### src/rtl/mem_access_unit.sv
// MEM-stage load/store unit: aligns byte/half/word accesses onto a 32-bit memory port.
// Define MISALIGN_SPLIT_EN to split word-crossing accesses in two; otherwise they are rejected.
module mem_access_unit #(
    parameter int unsigned ACK_TIMEOUT = 15
) (
    input  logic        clk,
    input  logic        reset,
    input  logic        req_valid,
    output logic        req_ready,
    input  logic        req_we,
    input  logic [2:0]  req_func3,
    input  logic [31:0] req_addr,
    input  logic [31:0] req_wdata,
    input  logic [4:0]  req_rd,
    output logic        mem_req,
    output logic        mem_we,
    output logic [31:0] mem_addr,
    output logic [3:0]  mem_be,
    output logic [31:0] mem_wdata,
    input  logic        mem_ack,
    input  logic [31:0] mem_rdata,
    output logic        done,
    output logic        wb_en,
    output logic [4:0]  wb_rd,
    output logic [31:0] wb_data,
    output logic        err
);

`ifdef MISALIGN_SPLIT_EN
    localparam bit SplitEn = 1'b1;
`else
    localparam bit SplitEn = 1'b0;
`endif

    localparam int unsigned CntW = $clog2(ACK_TIMEOUT + 1);

    typedef enum logic [1:0] {StIdle, StAcc0, StAcc1, StResp} state_t;

    state_t          state_q;
    logic [CntW-1:0] cnt_q;
    logic            we_q;
    logic [2:0]      func3_q;
    logic [1:0]      k_q;
    logic [4:0]      rd_q;
    logic            split_q;
    logic [3:0]      be_hi_q;
    logic [31:0]     wdata_hi_q;
    logic [31:0]     addr_hi_q;
    logic [31:0]     lo_q;

    // Request decode, only consumed in StIdle.
    logic [3:0]  size_mask;
    logic [7:0]  be_wide;
    logic [63:0] wdata_wide;
    logic        crossing;
    logic        legal;
    logic        reject;

    always_comb begin
        size_mask = 4'b0000;
        legal     = 1'b0;
        case (req_func3[1:0])
            2'b00:   size_mask = 4'b0001;
            2'b01:   size_mask = 4'b0011;
            2'b10:   size_mask = 4'b1111;
            default: size_mask = 4'b0000;
        endcase
        be_wide    = {4'b0000, size_mask} << req_addr[1:0];
        wdata_wide = {32'b0, req_wdata} << {req_addr[1:0], 3'b000};
        crossing   = ((req_func3[1:0] == 2'b01) && (req_addr[1:0] == 2'b11)) ||
                     ((req_func3[1:0] == 2'b10) && (req_addr[1:0] != 2'b00));
        case (req_func3)
            3'b000, 3'b001, 3'b010: legal = 1'b1;
            3'b100, 3'b101:         legal = !req_we;
            default:                legal = 1'b0;
        endcase
        reject = !legal || (crossing && !SplitEn);
    end

    // Load alignment: the second read word supplies the upper lanes of a split load.
    logic [63:0] merged;
    logic [31:0] shifted;
    logic [31:0] load_data;

    always_comb begin
        merged    = (state_q == StAcc1) ? {mem_rdata, lo_q} : {32'b0, mem_rdata};
        shifted   = merged[6'({k_q, 3'b000}) +: 32];
        load_data = shifted;
        case (func3_q)
            3'b000:  load_data = {{24{shifted[7]}}, shifted[7:0]};
            3'b001:  load_data = {{16{shifted[15]}}, shifted[15:0]};
            3'b100:  load_data = {24'b0, shifted[7:0]};
            3'b101:  load_data = {16'b0, shifted[15:0]};
            default: load_data = shifted;
        endcase
    end

    assign req_ready = (state_q == StIdle);

    always_ff @(posedge clk) begin
        if (reset) begin
            state_q    <= StIdle;
            cnt_q      <= '0;
            we_q       <= 1'b0;
            func3_q    <= 3'b000;
            k_q        <= 2'b00;
            rd_q       <= 5'd0;
            split_q    <= 1'b0;
            be_hi_q    <= 4'b0000;
            wdata_hi_q <= 32'b0;
            addr_hi_q  <= 32'b0;
            lo_q       <= 32'b0;
            mem_req    <= 1'b0;
            mem_we     <= 1'b0;
            mem_addr   <= 32'b0;
            mem_be     <= 4'b0000;
            mem_wdata  <= 32'b0;
            done       <= 1'b0;
            wb_en      <= 1'b0;
            wb_rd      <= 5'd0;
            wb_data    <= 32'b0;
            err        <= 1'b0;
        end else begin
            done <= 1'b0;
            case (state_q)
                StIdle: begin
                    if (req_valid) begin
                        we_q       <= req_we;
                        func3_q    <= req_func3;
                        k_q        <= req_addr[1:0];
                        rd_q       <= req_rd;
                        split_q    <= crossing;
                        be_hi_q    <= be_wide[7:4];
                        wdata_hi_q <= wdata_wide[63:32];
                        addr_hi_q  <= {req_addr[31:2] + 30'd1, 2'b00};
                        cnt_q      <= '0;
                        if (reject) begin
                            state_q <= StResp;
                            done    <= 1'b1;
                            err     <= 1'b1;
                            wb_en   <= 1'b0;
                            wb_rd   <= req_rd;
                        end else begin
                            state_q   <= StAcc0;
                            mem_req   <= 1'b1;
                            mem_we    <= req_we;
                            mem_addr  <= {req_addr[31:2], 2'b00};
                            mem_be    <= be_wide[3:0];
                            mem_wdata <= wdata_wide[31:0];
                        end
                    end
                end
                StAcc0, StAcc1: begin
                    if (mem_ack) begin
                        cnt_q <= '0;
                        if ((state_q == StAcc0) && split_q) begin
                            lo_q      <= mem_rdata;
                            state_q   <= StAcc1;
                            mem_addr  <= addr_hi_q;
                            mem_be    <= be_hi_q;
                            mem_wdata <= wdata_hi_q;
                        end else begin
                            state_q <= StResp;
                            mem_req <= 1'b0;
                            mem_we  <= 1'b0;
                            done    <= 1'b1;
                            err     <= 1'b0;
                            wb_rd   <= rd_q;
                            wb_en   <= !we_q && (rd_q != 5'd0);
                            if (!we_q) begin
                                wb_data <= load_data;
                            end
                        end
                    end else if (cnt_q == CntW'(ACK_TIMEOUT - 1)) begin
                        // Abort; a completed first half of a split store is left in memory.
                        state_q <= StResp;
                        mem_req <= 1'b0;
                        mem_we  <= 1'b0;
                        done    <= 1'b1;
                        err     <= 1'b1;
                        wb_en   <= 1'b0;
                        wb_rd   <= rd_q;
                    end else begin
                        cnt_q <= cnt_q + 1'b1;
                    end
                end
                StResp: begin
                    wb_en   <= 1'b0;
                    state_q <= StIdle;
                end
                default: state_q <= StIdle;
            endcase
        end
    end

endmodule

### config.mk
export PLATFORM = sky130hd
export DESIGN_NAME = mem_access_unit
export DESIGN_NICKNAME = d
export VERILOG_FILES = /design/src/rtl/mem_access_unit.sv
export SDC_FILE = /design/constraint.sdc
export NUM_CORES = 1
export LEC_CHECK = 0
export CAP_MARGIN = 40
export CORE_UTILIZATION = 30
export CTS_CLUSTER_SIZE = 14
export DETAILED_ROUTE_END_ITERATION = 10
export PLACE_DENSITY_LB_ADDON = 0.2
export SETUP_SLACK_MARGIN = 0.2
export SLEW_MARGIN = 20
export SYNTH_ARGS = -nofsm -noshare
export SYNTH_HDL_FRONTEND = slang
export SYNTH_SLANG_ARGS = --single-unit
export TNS_END_PERCENT = 20
### constraint.sdc
create_clock -name clk -period 2.6 [get_ports clk]
set_input_delay 0.52 -clock clk [delete_from_list [all_inputs] [get_ports clk]]
set_output_delay 0.52 -clock clk [all_outputs]
set_load 0.1 [all_outputs]
==> results of run 1 <==
repair_timing:
action,in CTS,in global routing
pin swaps,0,2
gates resized for setup,1,2
buffers inserted,0,4
endpoints found under the setup margin,16,84
cloned,0,1
layout by cell type (no fill, tap or decap), types with 24 or more instances in the layout:
cell type        Yosys  routed
nor2_1             170     169
a21oi_1             70      69
a211oi_1           103     103
dfxtp_1            215     214
nand2_1            116     116
o21ai_0             33      33
o211ai_1            32      32
mux2i_1            107     106
a22oi_1             33      33
clkdlybuf4s50_1      0     106
mux2_2              24      24
clkbuf_16            0      28
buf_4                5     187
state kept, by name, summed over array words and instances, names as in the netlist, 3 cells and up:
signal	cells
lo_q	32
mem_wdata	32
wb_data	32
addr_hi_q	30
mem_addr	30
wdata_hi_q	24
rd_q	5
wb_rd	5
cnt_q	4
mem_be	4
be_hi_q	3
func3_q	3
per-layer routing:
layer	up-vias	track usage, %	part of all wire, %	routed length [um]
met5	-	0	0	0
met4	0	5.495	2.6	920
li1	4958	-	-	-
met2	277	31.78	48	17010
met3	50	2.997	5.8	2057
met1	4792	24.46	44	15680
cell families after synthesis:
group                    count (synthesis)  synth area share, %
AO/OA/AOI/OAI                          328                21.34
AND/OR/NAND/NOR                        386                15.42
adder cells (fa/ha/maj)                 13                1.506
multiplexers                           141                14.50
buffers and inverters                  127                5.074
XOR/XNOR                                28                2.271
other                                    1              0.03472
flip-flops                             215                39.85
per-stage QoR:
step           setup slack [ps]  cells  util (%)  power (uW)
2_1_floorplan             303.4   1240         -       12680
3_3_place_gp             -109.1   1892     38.33       15340
3_5_place_dp             -164.1   1892     38.33       15420
4_1_cts                   216.2   1941     41.14       19700
5_1_grt                   154.0   1946     41.32       20540
6_report                  268.3   1947     41.33       19640
worst min-delay path by stage:
stage                     startpoint                 endpoint  slack (ps)  depth (start not counted)
2_1_floorplan   lo_q[7]$_SDFFE_PP0P_     lo_q[7]$_SDFFE_PP0P_         430                          2
3_3_place_gp   lo_q[27]$_SDFFE_PP0P_    lo_q[27]$_SDFFE_PP0P_         440                          2
3_5_place_dp   lo_q[25]$_SDFFE_PP0P_    lo_q[25]$_SDFFE_PP0P_         450                          2
4_1_cts                  req_addr[1]  be_hi_q[1]$_SDFFE_PP0P_         310                          3
5_1_grt                  req_addr[1]  be_hi_q[1]$_SDFFE_PP0P_         340                          3
6_report                 req_addr[1]  be_hi_q[1]$_SDFFE_PP0P_         340                          3
where the power goes:
group / internal, uW / leakage (uW) / switching, uW
clock network: 2680 / 0.000485 / 1530
registers: 4150 / 0.00176 / 542
logic: 2980 / 0.00319 / 7750
critical path, stage by stage (launching register included):
cell      delay [ps]
dfxtp_1          360
inv_2            140
ha_2             300
mux4_2           540
mux2i_2          220
o41a_1           180
a21boi_4         200
buf_12           170
a211oi_2          70
cell type report:
cell class	count	area (um^2)
Antenna cell	1	2.502
Clock buffer	32	724.4
Clock inverter	17	275.3
Fill cell	3527	20820
Inverter	17	63.81
Multi-Input combinational cell	898	6010
Sequential cell	215	4305
Tap cell	461	576.8
Timing Repair Buffer	306	2706
==> impl_metrics.json, run 1 <==
{
  "status": "complete, no violations",
  "r2r_end": "wb_data[25]$_SDFFE_PP0P_",
  "synthArstFlopShare_pct": 0,
  "setup_total_negative_slack_ps": 0,
  "synth.cell_area_um2": 10800,
  "numPortBuffers": 217,
  "clk_latency_ps": 540,
  "ys_seq_area_share_pct": 39.85,
  "fin_area_um2": 14660,
  "grt_pass1_wl_mm": 54.16,
  "ant_nets": 0,
  "yosys_most_used_dff": "dfxtp_1",
  "viasPerCell": 5.176,
  "htreeDepth": 1,
  "grt_max_degree": 75,
  "synth_most_common_cell": "dfxtp_1",
  "synthToLayoutAreaGrowth_pct": 35.77,
  "place_area_um2": 13600,
  "fmaxAchievable_mhz": 428.9,
  "power.leakage_uw": 0.005436,
  "cp_max_fo": 16,
  "drt_pre_antenna_iters": 5,
  "cts_buffer_depth": 3,
  "synth.avg_cell_area_um2": 8.717,
  "core-area_um2": 35480,
  "drt-total-wl_mm": 35.66,
  "ys_ff_latch": 215,
  "synth-edff-count": 0,
  "crit_type": "reg -> reg",
  "rsz0062_at_grt": "true",
  "syn_inst": 1239,
  "grt_overflow_total": 0,
  "die_w_um": 191.7,
  "cp-startpoint": "state_q[0]$_SDFFE_PP0P_",
  "routabilityCongestion": 0.8712,
  "start_kind": "register",
  "clock_sinks": 215,
  "cts_tree": "built",
  "fin_crit_ps": 2332,
  "worstMarginPinSlew_ps": 717.7,
  "track_usage_pct": 18.80,
  "holdWs_ps": 341.8,
  "start_util_pct": 30.44,
  "dieArea_um2": 36760,
  "critPathArrivalTime_ps": 2720,
  "path_clk_slew_ps": 60,
  "synth_top_area_share_pct": 39.85,
  "holdBufCountCts": 0,
  "synthDistinctLibCells": 54,
  "drive_gt1_share_pct": 20.81,
  "setup_viol": 0,
  "synth_commonest_cells": "dfxtp_1 (215), nor2_1 (170), nand2_1 (116)",
  "r2r_start": "state_q[0]$_SDFFE_PP0P_",
  "final_max_slew_viol_count": 0,
  "first_iter_violations": 637,
  "critical_path_required_ps": 2990,
  "rows": 69,
  "ff2ff_path_depth": 8,
  "timing.slew.headroom_pct": 52.06,
  "yosys_warnings": 0,
  "wl_per_cell_um": 18.32,
  "clock-skew-final_ps": 7.552,
  "io_pins": 220,
  "antenna_found_initial": 1,
  "fin_nets": 1587,
  "synth_area_leaders": "dfxtp_1 (40%), mux2i_1 (9.9%), a211oi_1 (7.2%)",
  "drv_cap": 0,
  "timing.final.crit_share_pct": 89.68,
  "synth_top_area_cell": "dfxtp_1",
  "cp-endpoint": "wb_data[25]$_SDFFE_PP0P_",
  "vdd_drop_max_mv": 1.257,
  "grt_pass1_vias": 9491,
  "vias": 10080,
  "final-hold-violation-count": 0,
  "power_density_nw_per_um2": 1339,
  "dp.final_hpwl_mm": 25.53,
  "cts_buffers": 27,
  "drc": 0,
  "hold_class": "in -> reg",
  "r2r_slack_ps": 270,
  "root_buffer": "clkbuf_16",
  "die_h_um": 191.7,
  "worstSetupEndpointType": "register"
}
Power figures use the tool's default switching activity.
==> run 2: changes to the inputs <==
CORE_ASPECT_RATIO = 0.75   (was default)
==> run 2 against run 1 <==
Against the previous run: wire length grew 4.6%; first-iteration DRC count grew 17%; largest power group unchanged; power shrank 4.1%; register-to-register slack gained 50 ps; cell area shrank 1.7%; highest routed layer is now met5.
==> impl_metrics.json, run 2 (synthesis gave the netlist of run 1 again) <==
{
  "start_kind": "register",
  "fmaxAchievable_mhz": 437.4,
  "cts_buffer_depth": 3,
  "power.leakage_uw": 0.005319,
  "rsz0062_at_grt": "false",
  "grt_pass1_wl_mm": 56.86,
  "final_cell_mix": "dfxtp_1 (213), buf_4 (187), nor2_1 (169), nand2_1 (116), mux2i_1 (106)",
  "hold_class": "in -> reg",
  "rows": 59,
  "setup_viol": 0,
  "fin_nets": 1583,
  "core-area_um2": 35060,
  "clock_sinks": 215,
  "start_util_pct": 30.80,
  "htreeDepth": 1,
  "drive_gt1_share_pct": 20.41,
  "worstSetupEndpointType": "register",
  "die_h_um": 166.3,
  "die_w_um": 221.1,
  "clk_latency_ps": 540,
  "timing.final.crit_share_pct": 87.93,
  "power_density_nw_per_um2": 1305,
  "drv_cap": 0,
  "grt_overflow_total": 0,
  "pre_cts_ws_ps": -45.99,
  "worstMarginPinSlew_ps": 584.1,
  "path_clk_slew_ps": 70,
  "clock-skew-final_ps": 8.918,
  "worstHoldStart": "reset",
  "critPathArrivalTime_ps": 2690,
  "finalPower_uw": 18820,
  "first_iter_violations": 745,
  "drc": 0,
  "r2r_slack_ps": 310,
  "fin_crit_ps": 2286,
  "crit_type": "reg -> reg",
  "final.setup.worst_slack_ps": 313.8,
  "dieArea_um2": 36770,
  "antenna_found_initial": 5,
  "cts_buffers": 23,
  "final_max_slew_viol_count": 0,
  "final_common_cell": "dfxtp_1",
  "numPortBuffers": 217,
  "ant_nets": 0,
  "cp_max_fo": 5,
  "track_usage_pct": 19.58,
  "min_to": "wdata_hi_q[16]$_SDFFE_PP0P_",
  "top_regs": "lo_q: 32 flops, mem_wdata: 32 flops, wb_data: 32 flops",
  "hold_depth": 2,
  "holdBufCountCts": 0,
  "r2r_start": "state_q[0]$_SDFFE_PP0P_",
  "drt_pre_antenna_iters": 5,
  "status": "complete, no violations",
  "fillers": 3483,
  "root_buffer": "clkbuf_16",
  "r2r_end": "wb_data[23]$_SDFFE_PP0P_",
  "grt_max_degree": 101,
  "timing.slew.headroom_pct": 59.95,
  "fin_util_pct": 41.13,
  "ff2ff_path_depth": 8,
  "synthToLayoutAreaGrowth_pct": 33.53,
  "vdd_drop_max_mv": 0.9566,
  "io_pins": 220,
  "viasPerCell": 5.212,
  "final-hold-violation-count": 0,
  "drt-total-wl_mm": 37.29,
  "routabilityCongestion": 0.8903,
  "dp.final_hpwl_mm": 26.46,
  "vias": 10090,
  "wl_per_cell_um": 19.27,
  "grt_pass1_vias": 9421,
  "holdWs_ps": 394.8,
  "cts_tree": "built",
  "critical_path_required_ps": 3000
}
## run 2: changes by cell type in the layout (fill, tap and decap cells not counted), moves of 2 or more
cell	before	now
clkbuf_16	28	23
clkbuf_8	3	6
clkinv_2	5	3
diode_2	1	3
bufinv_16	7	1
## run 2: area by class of cell
cell class                      count  area (um^2)  area share, %
Timing Repair Buffer              306         2700          18.72
Clock buffer                       31        665.6          4.616
Antenna cell                        3        7.507        0.05206
Clock inverter                      8        77.57         0.5379
Sequential cell                   215         4307          29.86
Inverter                           17        63.81         0.4425
Multi-Input combinational cell    898         6028          41.80
Tap cell                          457        571.8          3.965
## run 2: per-stage QoR
stage / instances / area [um^2] / TNS (ps)
final: 1935 / 14420 / 0
after detailed placement: 1890 / 13590 / -903.2
after global placement: 1890 / 13590 / -2.458
after floorplan: 1240 / 10820 / 0
after CTS: 1932 / 14400 / 0
after global routing: 1934 / 14420 / 0
## run 2: worst max path at each step
stage,from,end
final,state_q[0]$_SDFFE_PP0P_,wb_data[23]$_SDFFE_PP0P_
after global routing,state_q[0]$_SDFFE_PP0P_,wb_data[30]$_SDFFE_PP0P_
after CTS,state_q[0]$_SDFFE_PP0P_,wb_data[19]$_SDFFE_PP0P_
after detailed placement,mem_ack,mem_addr[19]$_SDFFE_PP0P_
after global placement,req_func3[0],mem_wdata[21]$_SDFFE_PP0P_
after floorplan,state_q[0]$_SDFFE_PP0P_,wb_data[24]$_SDFFE_PP0P_
## run 2: per-layer routing
layer	track usage (%)	up-vias	routed length [um]
met1	29.05	4765	18220
met5	0	-	27
li1	-	4947	-
met2	27.77	317	15400
met4	5.078	4	822
met3	4.901	52	2826
## run 2: repair_timing
| action | 4_1_cts | 5_1_grt |
|---|---|---|
| buffers inserted | 2 | 0 |
| resized for setup | 2 | 5 |
| pin swaps | 2 | 0 |
| endpoints found under the setup margin | 71 | 60 |
| gates cloned | 1 | 0 |
## run 2: worst max-delay path, cell delays in order (launching register included)
cell and delay (ps):
dfxtp_1 360, inv_2 150, ha_4 200, mux4_2 550
buf_4 150, nor2b_1 120, o21ai_0 360, buf_4 190
a211oi_2 50
## run 2: power breakdown
| group | internal [uW] | switching, uW | leakage, uW |
|---|---|---|---|
| logic | 2980 | 7800 | 0.00320 |
| clock network | 1890 | 1450 | 0.000364 |
| registers | 4150 | 556 | 0.00176 |
| total | 9020 | 9800 | 0.00532 |
